`config.mk`:
```
export PLATFORM = sky130hd
export DESIGN_NAME = vec_acc_ctrl
export DESIGN_NICKNAME = d
export VERILOG_FILES = /design/src/rtl/vec_acc_ctrl.sv
export SDC_FILE = /design/constraint.sdc
export NUM_CORES = 1
export LEC_CHECK = 0
export ABC_AREA = 1
export BUFFER_PORTS_ARGS = -buffer_cell sky130_fd_sc_hd__buf_2
export CORE_MARGIN = 4
export CORE_UTILIZATION = 39
export CTS_BUF_LIST = sky130_fd_sc_hd__clkbuf_4
export CTS_CLUSTER_DIAMETER = 150
export DETAILED_ROUTE_END_ITERATION = 10
export HOLD_SLACK_MARGIN = 0.06
export PLACE_DENSITY = 0.61
export SLEW_MARGIN = 25
export SYNTH_ARGS = -nofsm -noshare
export SYNTH_HDL_FRONTEND = slang
export SYNTH_SLANG_ARGS = --single-unit
```
`constraint.sdc`:
```
create_clock -name clk_i -period 2.7 [get_ports clk_i]
set_input_delay 0.81 -clock clk_i [delete_from_list [all_inputs] [get_ports clk_i]]
set_output_delay 0.81 -clock clk_i [all_outputs]
set_load 0.05 [all_outputs]
```
`src/rtl/vec_acc_ctrl.sv`:
```
// Vector accelerator issue controller: accepts scalar-core requests, forwards them to the
// vector decoder with a reorder-buffer tag, and returns completions to the core in acceptance order.
module vec_acc_ctrl #(
    parameter  int DEPTH         = 4,
    parameter  int TRANS_ID_BITS = 4,
    localparam int TAG_W         = $clog2(DEPTH),
    localparam int REQ_W         = 96 + TRANS_ID_BITS,
    localparam int RESP_W        = 33 + TRANS_ID_BITS
) (
    input  logic               clk_i,
    input  logic               rst_ni,
    // Every channel is strict valid/ready: a transfer happens on a rising edge where both are 1,
    // and a producer holds valid and its payload stable until that transfer.
    // req_i = {instr[31:0], rs1[31:0], rs2[31:0], instr_id}
    input  logic               req_valid_i,
    input  logic [REQ_W-1:0]   req_i,
    output logic               req_ready_o,
    output logic               dec_valid_o,
    input  logic               dec_ready_i,
    output logic [31:0]        dec_instr_o,
    output logic [31:0]        dec_rs1_o,
    output logic [31:0]        dec_rs2_o,
    output logic [TAG_W-1:0]   dec_tag_o,
    input  logic               cmpl_valid_i,
    input  logic [TAG_W-1:0]   cmpl_tag_i,
    input  logic               cmpl_err_i,
    input  logic [31:0]        cmpl_res_i,
    // resp_o = {err, res[31:0], instr_id}
    output logic               resp_valid_o,
    output logic [RESP_W-1:0]  resp_o,
    input  logic               resp_ready_i
);

    typedef enum logic [1:0] {SLOT_FREE, SLOT_ISSUED, SLOT_DONE} slot_e;

    slot_e                    slot_q [DEPTH];
    slot_e                    slot_d [DEPTH];
    logic [TRANS_ID_BITS-1:0] id_q   [DEPTH];
    logic [TRANS_ID_BITS-1:0] id_d   [DEPTH];
    logic [31:0]              res_q  [DEPTH];
    logic [31:0]              res_d  [DEPTH];
    logic                     err_q  [DEPTH];
    logic                     err_d  [DEPTH];

    logic [TAG_W-1:0] head_q, head_d, tail_q, tail_d;
    logic [TAG_W:0]   occ_q, occ_d;
    logic             dec_valid_q, dec_valid_d;
    logic [31:0]      dec_instr_q, dec_instr_d, dec_rs1_q, dec_rs1_d, dec_rs2_q, dec_rs2_d;
    logic [TAG_W-1:0] dec_tag_q, dec_tag_d;
    logic             ready_en_q, ready_en_d;

    logic accept, retire, cmpl_ok;

    // ready_en_q keeps req_ready_o low while reset is held and for the cycle of release.
    assign req_ready_o  = ready_en_q && (occ_q < (TAG_W+1)'(DEPTH)) && (!dec_valid_q || dec_ready_i);
    assign resp_valid_o = (slot_q[head_q] == SLOT_DONE);
    assign resp_o       = {err_q[head_q], res_q[head_q], id_q[head_q]};
    assign dec_valid_o  = dec_valid_q;
    assign dec_instr_o  = dec_instr_q;
    assign dec_rs1_o    = dec_rs1_q;
    assign dec_rs2_o    = dec_rs2_q;
    assign dec_tag_o    = dec_tag_q;

    assign accept  = req_valid_i && req_ready_o;
    assign retire  = resp_valid_o && resp_ready_i;
    assign cmpl_ok = cmpl_valid_i && (slot_q[cmpl_tag_i] == SLOT_ISSUED);

    always_comb begin
        slot_d      = slot_q;
        id_d        = id_q;
        res_d       = res_q;
        err_d       = err_q;
        head_d      = head_q;
        tail_d      = tail_q;
        occ_d       = occ_q;
        dec_valid_d = dec_valid_q;
        dec_instr_d = dec_instr_q;
        dec_rs1_d   = dec_rs1_q;
        dec_rs2_d   = dec_rs2_q;
        dec_tag_d   = dec_tag_q;
        ready_en_d  = 1'b1;

        if (retire) begin
            slot_d[head_q] = SLOT_FREE;
            head_d         = head_q + TAG_W'(1);
        end
        // A DONE head cannot also be ISSUED, so completion never collides with the retiring slot.
        if (cmpl_ok) begin
            slot_d[cmpl_tag_i] = SLOT_DONE;
            res_d[cmpl_tag_i]  = cmpl_res_i;
            err_d[cmpl_tag_i]  = cmpl_err_i;
        end
        if (accept) begin
            slot_d[tail_q] = SLOT_ISSUED;
            id_d[tail_q]   = req_i[TRANS_ID_BITS-1:0];
            tail_d         = tail_q + TAG_W'(1);
            dec_valid_d    = 1'b1;
            dec_instr_d    = req_i[REQ_W-1 -: 32];
            dec_rs1_d      = req_i[TRANS_ID_BITS+63 -: 32];
            dec_rs2_d      = req_i[TRANS_ID_BITS+31 -: 32];
            dec_tag_d      = tail_q;
        end else if (dec_valid_q && dec_ready_i) begin
            dec_valid_d = 1'b0;
        end

        case ({accept, retire})
            2'b10:   occ_d = occ_q + (TAG_W+1)'(1);
            2'b01:   occ_d = occ_q - (TAG_W+1)'(1);
            default: occ_d = occ_q;
        endcase
    end

    always_ff @(posedge clk_i or negedge rst_ni) begin
        if (!rst_ni) begin
            for (int i = 0; i < DEPTH; i++) begin
                slot_q[i] <= SLOT_FREE;
                id_q[i]   <= '0;
                res_q[i]  <= '0;
                err_q[i]  <= 1'b0;
            end
            head_q      <= '0;
            tail_q      <= '0;
            occ_q       <= '0;
            dec_valid_q <= 1'b0;
            dec_instr_q <= '0;
            dec_rs1_q   <= '0;
            dec_rs2_q   <= '0;
            dec_tag_q   <= '0;
            ready_en_q  <= 1'b0;
        end else begin
            slot_q      <= slot_d;
            id_q        <= id_d;
            res_q       <= res_d;
            err_q       <= err_d;
            head_q      <= head_d;
            tail_q      <= tail_d;
            occ_q       <= occ_d;
            dec_valid_q <= dec_valid_d;
            dec_instr_q <= dec_instr_d;
            dec_rs1_q   <= dec_rs1_d;
            dec_rs2_q   <= dec_rs2_d;
            dec_tag_q   <= dec_tag_d;
            ready_en_q  <= ready_en_d;
        end
    end

endmodule

```
* Word level (Yosys, flattened, before mapping)
Index checks and enable logic that the tools add are counted.
** Storage, ports and cells
- Bits in registers :: 263
- Input bits :: 141
- Output and inout port bits :: 138
** Cells by class
- Add/subtract/negate cells :: 4
- Magnitude comparators :: 7
- Equal/unequal tests :: 4
- Multiplexer cells :: 36
- Bitwise gates (word level) :: 11
- Reductions and logical operators :: 13
** Operators with widths (number)
- $bwmux W128 :: 1
- $mux W32 :: 3
- $bmux W32 S2 :: 1
- $demux W32 S2 :: 1
- $mux W8 :: 3
- $bwmux W16 :: 1
- $mux W2 :: 7
- $demux W2 S2 :: 3
- $mux W4 :: 3
- $ge A3 B3 Y1 const B :: 3
- $logic_and A1 B1 Y1 :: 9
- $lt A3 B1 Y1 const B :: 3
- $not A2 Y3 :: 3
- $and A4 B4 Y4 :: 2
- $and A8 B8 Y8 :: 1
- $bmux W2 S2 :: 2
- $bmux W4 S2 :: 1
- $demux W4 S2 :: 1
- $not A4 Y4 :: 2
- $not A8 Y8 :: 1
- $or A4 B4 Y4 :: 2
- $pmux W3 S2 :: 1
- $mux W1 :: 5
- $add A2 B1 Y2 const B :: 2
- other kinds (11) :: 14

* Longest topological paths before layout
Gate-level depths: netlist of run 1.
- Depth after elaboration :: 12
- Depth in mapped cells :: 13

* Worst setup path before layout of run 1
OpenSTA, ideal clock, no wires.
- Kind :: in2reg
- From :: input port dec_ready_i
- To :: register occ_q[2]
- Library setup time :: 0.124 ns
- Arrival time :: 2.993 ns
- Data required time :: 2.576 ns
- Slack :: -0.417 ns
- Stages :: 9
- Path buffers :: 1
- Path through :: o21ai_0 nor2_1 nand2_1 clkbuf_1 ha_1 fa_1 a21oi_1 o21ai_0 xnor2_1
** Between the ends
- Longest elaborated chain between the ends :: 5
- Elaborated cells on any way between the ends :: 7
- Those cells by class :: 2 x eq/ne; 1 x mux; 4 x reduce/logical
** Ends and longest elaborated chain
- from (decl) :: RTL line 19 : input logic dec_ready_i,
- $logic_or A1 B1 Y1 (*) :: RTL line 55 : assign req_ready_o = ready_en_q && (occ_q < (TAG_W+1)'(DEPTH)) && (!dec_valid_q || dec_ready_i);
- $logic_and A1 B1 Y1 (*) :: RTL line 55
- net req_ready_o :: RTL line 17 : output logic req_ready_o,
- $logic_and A1 B1 Y1 (*) :: RTL line 64 : assign accept = req_valid_i && req_ready_o;
- $eq A2 B1 Y1 or $eq A2 B2 Y1 (tied branches) :: RTL line 106 : case ({accept, retire})
- $pmux W3 S2 or $reduce_bool A2 Y1 (tied branches)
- to (signal assigned) :: RTL line 123 : occ_q <= '0;
- to (signal assigned) :: RTL line 137 : occ_q <= occ_d;
- to (decl) :: RTL line 46 : logic [TAG_W:0] occ_q, occ_d;
The timed path passes the listed nets; every way through them passes the cells marked *.
A chain may end at the register's enable or synchronous reset.

* Worst setup path after layout of run 1
- From :: register head_q[0]
- To :: output port resp_o[18]
** Between the ends
- Longest elaborated chain between the ends :: 4
** Ends and longest elaborated chain
- from (decl) :: RTL line 45 : logic [TAG_W-1:0] head_q, head_d, tail_q, tail_d;
- from (signal assigned) :: RTL line 121 : head_q <= '0;
- from (signal assigned) :: RTL line 135 : head_q <= head_d;
- $not A2 Y3 (implied by the code) :: RTL line 57 : assign resp_o = {err_q[head_q], res_q[head_q], id_q[head_q]};
- $bmux W32 S2 :: RTL line 57
- $mux W32 (implied by the code) (2 in series) :: RTL line 57
- to (decl) :: RTL line 30 : output logic [RESP_W-1:0] resp_o,
Every way passes these cells. The select of a mux whose other input is x is not followed.

==> results of run 1 <==
[cells in the mapped netlist]
| library cell | instances |
|---|---|
| a21oi_1 | 5 |
| nand3_2 | 4 |
| clkbuf_1 | 31 |
| conb_1 | 1 |
| nor2_4 | 1 |
| fa_1 | 1 |
| ha_1 | 9 |
| buf_6 | 12 |
| xor2_1 | 2 |
| buf_2 | 25 |
| o21ai_1 | 71 |
| dfrtp_1 | 263 |
| xnor2_1 | 2 |
| inv_1 | 53 |
| mux2_2 | 1 |
| nand2_2 | 4 |
| nand4_2 | 1 |
| o22ai_1 | 37 |
| nand4_1 | 4 |
| nor2_1 | 80 |
| nand2_1 | 465 |
| o21ai_2 | 9 |
| o21ai_0 | 149 |
| nand3_1 | 8 |
| buf_1 | 6 |
[cell type report]
cell class	count	area, µm²
flip-flops and latches	263	6580
repair buffers	329	2420
clock inverters	17	146
diodes	1	2.50
multi-input cells	854	4240
well taps	378	473
inverters	53	209
clock buffers	116	871
fillers	2601	12800
[flip-flops by register name, indices dropped and copies added (netlist names)]
name	flops
dec_rs2_o	32
dec_valid_o	1
tail_q	2
occ_q	3
err_q	4
ready_en_q	1
dec_tag_o	2
head_q	2
res_q	128
dec_rs1_o	32
slot_q	8
id_q	16
dec_instr_o	32
[path summary, 6_finish.rpt]
check	end	slack, ns	cells after the start
worst max-delay path	resp_o[18]	-0.04	6
worst min-delay path	res_q[38]$_DFFE_PN0P_	0.12	1
worst max register to register	occ_q[2]$_DFFE_PN0P_	0.24	15
worst min register to register	dec_rs2_o[26]$_DFFE_PN0N_	0.47	2
max in group asynchronous	res_q[82]$_DFFE_PN0P_	1.82	2
min in group clk_i	dec_valid_o$_DFFE_PN0P_	0.33	2
[power groups by stage]
stage	sequential (mW)	combinational (mW)	clock, mW
finish	6.99	12.8	3.91
floorplan	9.37	5.57	0
global route	7.23	13.7	4.31
CTS	6.90	12.4	4.06
global placement	6.85	10.7	0
detailed placement	6.86	10.8	0
[critical path, delay by kind of cell (launching register included)]
kind | cells | cell delay (ns)
and+or+nand+nor | 1 | 0.06
DFF | 1 | 0.46
buffers and inverters | 4 | 0.59
AOI/OAI and AO/OA | 1 | 0.17
[logic make-up after synthesis]
family / count (synthesis) / share of synthesized area, %
AND/OR/NAND/NOR: 567 / 20.0
AO/OA/AOI/OAI: 271 / 13.1
flip-flops: 263 / 59.8
buffers and inverters: 127 / 5.44
adder cells (fa/ha/maj): 10 / 1.21
XOR/XNOR: 4 / 0.319
other: 1 / 0.0341
multiplexers: 1 / 0.102
[layer usage]
metal  vias to the layer above  share of wire (%)  GRT usage [%]
met5                         -               0.13              0
li1                       4702                  -              -
met3                        82                9.0           7.86
met2                       324                 47           32.3
met4                         8                2.5           6.89
met1                      4560                 41           25.4
[repair_timing]
item	CTS	global route
pin swaps	14	12
setup endpoints to repair	38	38
hold buffers	0	0
buffers inserted	13	2
gates cloned	6	4
gates resized for setup	151	92
==> summary.md, run 1 <==
| Metric | Value |
|---|---|
| Number of buffers created by CTS | `75` |
| Max-capacitance violation count | `0` |
| Number of endpoints failing setup at the final stage | `16` |
| Count of port buffers added during placement | `278` |
| H-tree depth reported by CTS | `3` |
| Starting density of the core | `39.6%` |
| Comb power frac | `53.9%` |
| Design Power | `23.7 mW` |
| IO Count | `279` |
| Avg Cell Area, Syn | `8.84 µm²` |
| Slowest library cell on the worst path | `dfrtp_2` |
| Area added between synthesis and finish | `35.9%` |
| CTS tree | `built` |
| CP peak stage delay | `0.46 ns` |
| DRT Wirelength | `31.8 mm` |
| Power per cell area | `1580 nW/µm²` |
| Detail-routed net length per standard cell | `15.8 µm` |
| Fin Hold WS | `0.118 ns` |
| Area leader, netlist | `dfrtp_1` |
| Largest driver fanout on the critical path | `13` |
| Most common cell after layout, fill and taps aside | `nand2_1` |
| Internal cell power | `12.3 mW` |
| Final standard cell area without fillers | `14900 µm²` |
| Aggregate negative setup slack | `-0.390 ns` |
| Static Leakage | `7.88 nW` |
| Number of hold violations in the final report | `0` |
| Critical Path Start Type | `flop` |
| Largest net degree at the start of global routing | `97` |
| Mapped Nets | `1395` |
| Count of distinct cell types in the synthesized netlist | `25` |
| Warnings, synthesis | `0` |
| Global-route total usage across every layer | `20.2%` |
| Required arrival time at the worst endpoint | `1.89 ns` |
| Worst min-delay path category | `in2async` |
| Vias after detailed routing | `9676` |
| Cell Area, Synth | `11000 µm²` |
| Outcome | `finished, violations left` |
| Library cell used as clock root buffer | `clkbuf_4` |
| CTS sink cnt | `263` |
| Number of vias per cell after detailed routing | `4.81` |
| Routability cong. | `0.801` |
| Y dimension of the die | `176 µm` |
| Highest clock rate | `365 MHz` |
| Wire length of the first global-routing pass | `50.9 mm` |
| Non-filler instance count after layout | `2011` |
| Count of state elements after synthesis | `263` |
| Post-CTS clock slew at the launch and capture registers of the worst setup and hold paths | `0.06 ns` |
| Slack of the critical path | `-0.0392 ns` |
| Count of unresolved DRC violations after routing | `0` |
| R2R Path Start | `head_q[0]$_DFFE_PN0N_` |
| # nets final | `1727` |
| Number of core rows | `61` |
| Final slew viol count | `0` |
| Unrepaired setup endpoints after global routing | `true` |
| Antenna violations before repair | `6` |
| Worst-margin pin slew | `0.593 ns` |
| Launching element of the worst setup path | `head_q[0]$_DFFE_PN0N_` |
| Global route overflow | `0` |
| Placed standard-cell area | `13000 µm²` |
| ANT nets after route | `0` |
| Clock Latency Late Sink | `0.66 ns` |
| Area of the die | `31000 µm²` |
| Switching power share of the total | `48.0%` |
| Setup slack at placement | `0.252 ns` |
| 1st-iter DRT viols | `468` |
| HPWL reported at the end of detailed placement | `20.0 mm` |
| Final core utilization | `53.8%` |
| Commonest non-fill, non-tap cells in the layout | `463 x nand2_1, 261 x dfrtp_1, 239 x buf_2` |
| Maximum clock path buffer count | `3` |
| Net switching power of the design | `11.3 mW` |
| Crit path cell chain | `clkinv_4 > buf_12 > buf_16 > nor2_1 > o22ai_2 > buf_6` |
| Sequential share of the synthesized area | `59.8%` |
| Vias in the first global route | `9868` |
| Final critical path time including I/O delays and setup | `2.74 ns` |
| Post-synthesis instance total | `1244` |
| Worst Path Class, Setup | `reg2out` |
| Layout cell share with drive strength beyond 1 | `34.9%` |
| Crit path capture type | `output pin` |
| Worst supply voltage drop on vdd | `0.935 mV` |
| Number of cells in the design after placement | `1856` |
| Sequential fraction of design power | `29.6%` |
| Area share of the largest cell type after synthesis | `59.8%` |
| Cell types occupying the most area after synthesis | `dfrtp_1 60%, nand2_1 16%, o21ai_0 6.8%` |
| Relative slew margins | `60.5%` |
| Violated checks | `negative setup slack` |
| Die Width | `176 µm` |
| Router iterations before antenna repair | `5` |
| Skew final | `0.0399 ns` |
| Proportion of power drawn by the clock network | `16.5%` |
| Area of the core | `27800 µm²` |
| Data arrival time at the worst-slack endpoint | `1.93 ns` |
| Final Cycle Share | `101%` |
Note: power is estimated with default switching activity, not from simulation.
==> inputs of run 2 (changes only) <==
- REMOVE_ABC_BUFFERS: not set -> 1
- SKIP_LAST_GASP: not set -> 1
==> run 2 against run 1 <==
The run still ends with negative setup slack left. Register-to-register slack gained 0.12 ns. Via count shrank 1.5%. Routed wire length grew 0.72%. Setup slack lost 0.064 ns. Sequential share of layout area grew 1.9 points. Highest routed layer unchanged.
==> summary.md, run 2 (same netlist as run 1, synthesis figures left out) <==
| Metric | Value |
|---|---|
| CTS sink cnt | `263 (unchanged)` |
| Destination of the worst register-to-register timing path | `occ_q[2]$_DFFE_PN0P_` |
| Min-Delay Endpoint | `dec_valid_o$_DFFE_PN0P_` |
| Detail-routed net length per standard cell | `16.0 µm (+1.3%)` |
| Switching power share of the total | `48.9% (+0.93 points)` |
| Area of the core | `27800 µm² (unchanged)` |
| 1st-iter DRT viols | `492 (+5.1%)` |
| DRT Wirelength | `32.1 mm (+0.72%)` |
| Slack of the critical path | `-0.103 ns (-0.0641 ns)` |
| Critical Path Start Type | `flop` |
| Data arrival time at the worst-slack endpoint | `1.99 ns (+0.06 ns)` |
| Largest net degree at the start of global routing | `103 (+6.2%)` |
| Starting density of the core | `39.6% (unchanged)` |
| Startpoint of the tightest hold check path | `dec_ready_i` |
| Worst Path Class, Setup | `reg2out` |
| Layout cell share with drive strength beyond 1 | `28.6% (-6.2 points)` |
| Vias after detailed routing | `9530 (-1.5%)` |
| Crit path cell chain | `inv_8 > buf_16 > o21ai_0 > o22ai_1 > buf_4` |
| Routability cong. | `0.796 (-0.70%)` |
| Relative slew margins | `48.8% (-12 points)` |
| Largest driver fanout on the critical path | `17 (+4)` |
| Y dimension of the die | `176 µm (unchanged)` |
| Router iterations before antenna repair | `5 (unchanged)` |
| CTS tree | `built` |
| Global-route total usage across every layer | `20.3% (+0.082 points)` |
| Net switching power of the design | `10.9 mW (-4.0%)` |
| IO Count | `279 (unchanged)` |
| ANT nets after route | `0 (unchanged)` |
| CP peak stage delay | `0.50 ns (+0.04 ns)` |
| Final slew viol count | `0 (unchanged)` |
| Proportion of power drawn by the clock network | `16.9% (+0.4 points)` |
| Outcome | `finished, violations left` |
| Library cell used as clock root buffer | `clkbuf_4` |
| Fillers | `2760 (+6.1%)` |
| Vias in the first global route | `9736 (-1.3%)` |
| R2R Path Start | `head_q[0]$_DFFE_PN0N_` |
| Most common cell after layout, fill and taps aside | `nand2_1` |
| Largest register FFs | `128 (unchanged)` |
| Die Width | `176 µm (unchanged)` |
| Setup slack at placement | `0.248 ns (-0.00477 ns)` |
| Internal cell power | `11.4 mW (-7.5%)` |
| Highest clock rate | `357 MHz (-2.3%)` |
| Power per cell area | `1550 nW/µm² (-1.7%)` |
| Number of endpoints failing setup at the final stage | `38 (+22)` |
| R2r setup slk | `0.36 ns (+0.12 ns)` |
| Unrepaired setup endpoints after global routing | `true` |
| Worst hold path depth | `2` |
| Fin Hold WS | `0.320 ns (+0.202 ns)` |
| Required arrival time at the worst endpoint | `1.89 ns (about the same)` |
| Global route overflow | `0 (unchanged)` |
| Static Leakage | `7.64 nW (-3.0%)` |
| Count of port buffers added during placement | `278 (unchanged)` |
| Design Power | `22.3 mW (-5.8%)` |
| # nets final | `1714 (-0.75%)` |
| Sequential fraction of design power | `30.9% (+1.3 points)` |
| Violated checks | `negative setup slack` |
| Worst min-delay path category | `in2reg` |
| Worst supply voltage drop on vdd | `0.981 mV (+5.0%)` |
| Kind of cell adding the most delay to the critical path | `buffers and inverters` |
| Comb power frac | `52.2% (-1.7 points)` |
| Number of buffers created by CTS | `73 (-2.7%)` |
| Aggregate negative setup slack | `-1.80 ns (-1.41 ns)` |
| H-tree depth reported by CTS | `3 (unchanged)` |
| Final Cycle Share | `104% (+2.4 points)` |
| Area of the die | `31000 µm² (unchanged)` |
| Register ranked first by flip-flop count | `res_q` |
| Post-CTS clock slew at the launch and capture registers of the worst setup and hold paths | `0.06 ns (about the same)` |
| Number of core rows | `61 (unchanged)` |
| Commonest non-fill, non-tap cells in the layout | `464 x nand2_1, 261 x dfrtp_1, 239 x buf_2` |
| Number of hold violations in the final report | `0 (unchanged)` |
| Crit path capture type | `output pin` |
| Max-capacitance violation count | `0 (unchanged)` |
| Area added between synthesis and finish | `30.3%` |
| Worst-margin pin slew | `0.768 ns (+0.175 ns)` |
| Number of buffer and inverter stages on the critical path | `3 (-1)` |
| Clock Latency Late Sink | `0.67 ns (about the same)` |
| Count of unresolved DRC violations after routing | `0 (unchanged)` |
| Number of vias per cell after detailed routing | `4.77 (-0.97%)` |
| Final core utilization | `51.6% (-2.2 points)` |
| Final critical path time including I/O delays and setup | `2.80 ns (+0.0641 ns)` |
| Wire length of the first global-routing pass | `50.9 mm (about the same)` |
| Reg2reg path depth | `13 (-2)` |
| HPWL reported at the end of detailed placement | `19.6 mm (-2.0%)` |
| Antenna violations before repair | `3 (-3)` |
| Skew final | `0.0454 ns (+0.00552 ns)` |
| Maximum clock path buffer count | `3 (unchanged)` |
| Slowest library cell on the worst path | `dfrtp_2` |
==> run 2: changes by cell type in the layout (fill, tap and decap cells not counted), sizes merged, moves of 2 or more <==
cell    change
clkbuf     -12
diode       +3
buf        -12
inv         +2
clkinv      +6
==> run 2: routing by layer <==
metal | routed length [µm] | track usage (%) | up-vias
li1 | - | - | 4688
met1 | 13600 | 26.2 | 4464
met2 | 15100 | 32.5 | 344
met3 | 3040 | 8.12 | 32
met4 | 382 | 4.97 | 2
met5 | 13 | 0 | -
==> run 2: worst max path at each step <==
stage                          startpoint                 endpoint  slack (ns)  cells past startpoint
floorplan                     dec_ready_i      id_q[0]$_DFFE_PN0P_       -3.12                      7
global placement              dec_ready_i  dec_valid_o$_DFFE_PN0P_        0.28                      6
detailed placement            dec_ready_i  dec_valid_o$_DFFE_PN0P_        0.25                      6
CTS                 head_q[1]$_DFFE_PN0N_               resp_o[15]       -0.20                      5
global route        head_q[0]$_DFFE_PN0N_               resp_o[15]       -0.26                      4
finish              head_q[0]$_DFFE_PN0N_                resp_o[6]       -0.10                      5
==> run 2: timing repair <==
| action | in CTS | in global routing |
|---|---|---|
| endpoints found under the hold margin | 44 | 0 |
| setup buffers | 5 | 1 |
| resized for setup | 67 | 4 |
| hold buffers | 1 | 0 |
| pin swaps | 4 | 2 |
| gates cloned | 5 | 4 |
| setup endpoints to repair | 38 | 38 |
==> run 2: power groups by stage <==
stage                     Sequential (mW)  Combinational [mW]  Clock, mW
after detailed placement             6.86                10.5          0
after global routing                 7.14                12.5       4.15
after floorplan                      9.49                4.94          0
after CTS                            6.88                11.5       3.91
final                                6.89                11.6       3.77
after global placement               6.86                10.4          0
==> run 2: layout make-up <==
cell class                 count  area, µm²  area share (%)
multi-input combinational    854       3870            27.0
clock buffer                 104        781            5.45
antenna                        4       10.0          0.0698
sequential                   263       6580            45.9
clock inverter                26        191            1.34
inverter                      53        210            1.47
timing repair buffer         318       2210            15.5
tap                          378        473            3.30
==> run 2: through the flow <==
stage,std cells,instance area (µm²)
global route,2000,14300
detailed placement,1850,12900
global placement,1850,12900
finish,2000,14300
floorplan,1170,10600
CTS,1991,14200
==> inputs of run 3 (changes only) <==
- GPL_TIMING_DRIVEN: not set -> 0
- TNS_END_PERCENT: not set -> 50
==> run 3 against run 2 <==
The flow still finishes with violations (negative setup slack). Setup slack got worse by 0.11 ns. Hold slack improved by 0.018 ns. Critical path depth increased by 1. Total power increased by 3.5%. Final area increased by 2.1%. Die area unchanged. Non-clock buffer count decreased by 3. Clock power about the same. Clock-buffer cell count increased by 11.
==> summary.md, run 3 (same netlist as run 1, synthesis figures left out) <==
| Metric | Value |
|---|---|
| Outcome | `finished, violations left` |
| Violated checks | `negative setup slack` |
| Launching element of the worst setup path | `head_q[0]$_DFFE_PN0N_` |
| Total length of routed met3 wires | `2.87 mm (-5.5%)` |
| IO Count | `279 (unchanged)` |
| Router iterations before antenna repair | `5 (unchanged)` |
| Largest net degree at the start of global routing | `74 (-28%)` |
| Worst Path Class, Setup | `reg2out` |
| Layout cell share with drive strength beyond 1 | `31.0% (+2.3 points)` |
| Destination of the worst register-to-register timing path | `occ_q[2]$_DFFE_PN0P_` |
| Worst supply voltage drop on vdd | `1.06 mV (+8.3%)` |
| R2r setup slk | `0.16 ns (-0.20 ns)` |
| Skew final | `0.0506 ns (+0.00521 ns)` |
| Placed standard-cell area | `12800 µm² (-0.70%)` |
| CTS tree | `built` |
| Commonest non-fill, non-tap cells in the layout | `463 x nand2_1, 261 x dfrtp_1, 239 x buf_2` |
| Register ranked first by flip-flop count | `res_q` |
| Number of vias per cell after detailed routing | `4.79 (+0.43%)` |
| Area of the core | `27800 µm² (unchanged)` |
| DRT Wirelength | `32.3 mm (+0.79%)` |
| Final Cycle Share | `108% (+4.0 points)` |
| Number of buffers created by CTS | `73 (unchanged)` |
| Most common cell after layout, fill and taps aside | `nand2_1` |
| Highest clock rate | `343 MHz (-3.7%)` |
| Global-route total usage across every layer | `20.3% (-0.061 points)` |
| Reg2reg path depth | `15 (+2)` |
| Non-filler instance count after layout | `1995 (-0.25%)` |
| Min-Delay Endpoint | `dec_valid_o$_DFFE_PN0P_` |
| Clock Latency Late Sink | `0.66 ns (about the same)` |
| Routability cong. | `0.753 (-5.4%)` |
| Crit path capture type | `output pin` |
| Largest register FFs | `128 (unchanged)` |
| Met2 Routed Length | `15.3 mm (+1.9%)` |
| Design Power | `23.1 mW (+3.5%)` |
| # nets final | `1712 (-0.12%)` |
| Starting density of the core | `39.6% (unchanged)` |
| Detail-routed net length per standard cell | `16.2 µm (+1.0%)` |
| Unrepaired setup endpoints after global routing | `true` |
| CTS sink cnt | `263 (unchanged)` |
| Post-CTS clock slew at the launch and capture registers of the worst setup and hold paths | `0.07 ns (about the same)` |
| Wire length of the first global-routing pass | `50.6 mm (-0.54%)` |
| Y dimension of the die | `176 µm (unchanged)` |
| Count of port buffers added during placement | `278 (unchanged)` |
| Die Width | `176 µm (unchanged)` |
| Data arrival time at the worst-slack endpoint | `2.10 ns (+0.11 ns)` |
| Worst hold path depth | `2 (unchanged)` |
| Area of the die | `31000 µm² (unchanged)` |
| Power per cell area | `1580 nW/µm² (+1.3%)` |
| Number of hold violations in the final report | `0 (unchanged)` |
| Number of endpoints failing setup at the final stage | `38 (unchanged)` |
| Required arrival time at the worst endpoint | `1.89 ns (about the same)` |
| H-tree depth reported by CTS | `3 (unchanged)` |
| Final critical path time including I/O delays and setup | `2.91 ns (+0.109 ns)` |
| ANT nets after route | `0 (unchanged)` |
| HPWL reported at the end of detailed placement | `19.0 mm (-2.9%)` |
| Critical Path Start Type | `flop` |
| Worst min-delay path category | `in2reg` |
| Library cell used as clock root buffer | `clkbuf_4` |
| Static Leakage | `7.73 nW (+1.2%)` |
| Startpoint of the tightest hold check path | `dec_ready_i` |
| Global route overflow | `0 (unchanged)` |
| R2R Path Start | `head_q[0]$_DFFE_PN0N_` |
| Number of core rows | `61 (unchanged)` |
| Number of cells in the design after placement | `1836 (-0.76%)` |
| Maximum clock path buffer count | `3 (unchanged)` |
| Vias after detailed routing | `9547 (+0.18%)` |
| Slack of the critical path | `-0.212 ns (-0.109 ns)` |
| Antenna violations before repair | `3 (unchanged)` |
| Topmost layer with routed signal wires | `met5` |
| Final slew viol count | `0 (unchanged)` |
| 1st-iter DRT viols | `523 (+6.3%)` |
| Worst-margin pin slew | `0.820 ns (+0.0520 ns)` |
| Max-capacitance violation count | `0 (unchanged)` |
| Final core utilization | `52.7% (+1.1 points)` |
| Final standard cell area without fillers | `14600 µm² (+2.1%)` |
| Largest driver fanout on the critical path | `6 (-11)` |
| Setup slack at placement | `-0.145 ns (-0.393 ns)` |
| Metal-1 WL | `13.7 mm (+0.79%)` |
| Area added between synthesis and finish | `33.0%` |
| Count of unresolved DRC violations after routing | `0 (unchanged)` |
| Relative slew margins | `45.3% (-3.5 points)` |
| Vias in the first global route | `9662 (-0.76%)` |
## run 3: through the flow
step	hold WS, ns	TNS, ns
4_1_cts	0.254	-9.59
5_1_grt	0.294	-9.65
3_3_place_gp	0.458	-1915.86
2_1_floorplan	0.447	-406.65
6_report	0.338	-5.81
3_5_place_dp	0.459	-6.08
## run 3: routing by layer
layer,vias up,GRT usage [%]
met1,4479,25.9
met5,-,0
met4,2,6.08
li1,4687,-
met2,343,32.7
met3,36,7.19
## run 3: what timing repair did
action                                  4_1_cts  5_1_grt
endpoints found under the hold margin        16        0
hold buffers                                  1        0
buffers inserted                             14        1
resized for setup                            92       50
pin swaps                                    10       17
gates cloned                                  9        3
endpoints found under the setup margin       40       38
## run 3: final cells by class
type	instances	area [µm²]
Timing Repair Buffer	315	2310
Fill cell	2682	13200
Inverter	53	228
Clock inverter	14	109
Clock buffer	115	863
Sequential cell	263	6590
Tap cell	378	473
Antenna cell	2	5.00
Timing Repair inverter	1	16.3
Multi-Input combinational cell	854	4040
## run 3: worst max path at each step
stage / slack, ns / depth (start not counted) / to
floorplan: -3.12 / 7 / id_q[0]$_DFFE_PN0P_
global placement: -5.48 / 8 / slot_q[1]$_DFF_PN0_
detailed placement: -0.15 / 9 / occ_q[2]$_DFFE_PN0P_
CTS: -0.29 / 4 / resp_o[29]
global route: -0.29 / 6 / resp_o[19]
finish: -0.21 / 6 / resp_o[19]
## run 3: worst max-delay path, cell delays in order, from the launching register on
cell and delay [ns]:
dfrtp_4 0.58, inv_16 0.10, buf_12 0.15, clkbuf_16 0.16
o21ai_0 0.09, o22ai_1 0.12, buf_4 0.22
## run 3: report_power, final
| part | internal (mW) | leakage [nW] | switching (mW) |
|---|---|---|---|
| Combinational | 3.94 | 3.85 | 8.40 |
| Sequential | 5.85 | 3.30 | 1.10 |
| Clock | 2.12 | 0.580 | 1.65 |
| Total | 11.9 | 7.73 | 11.1 |
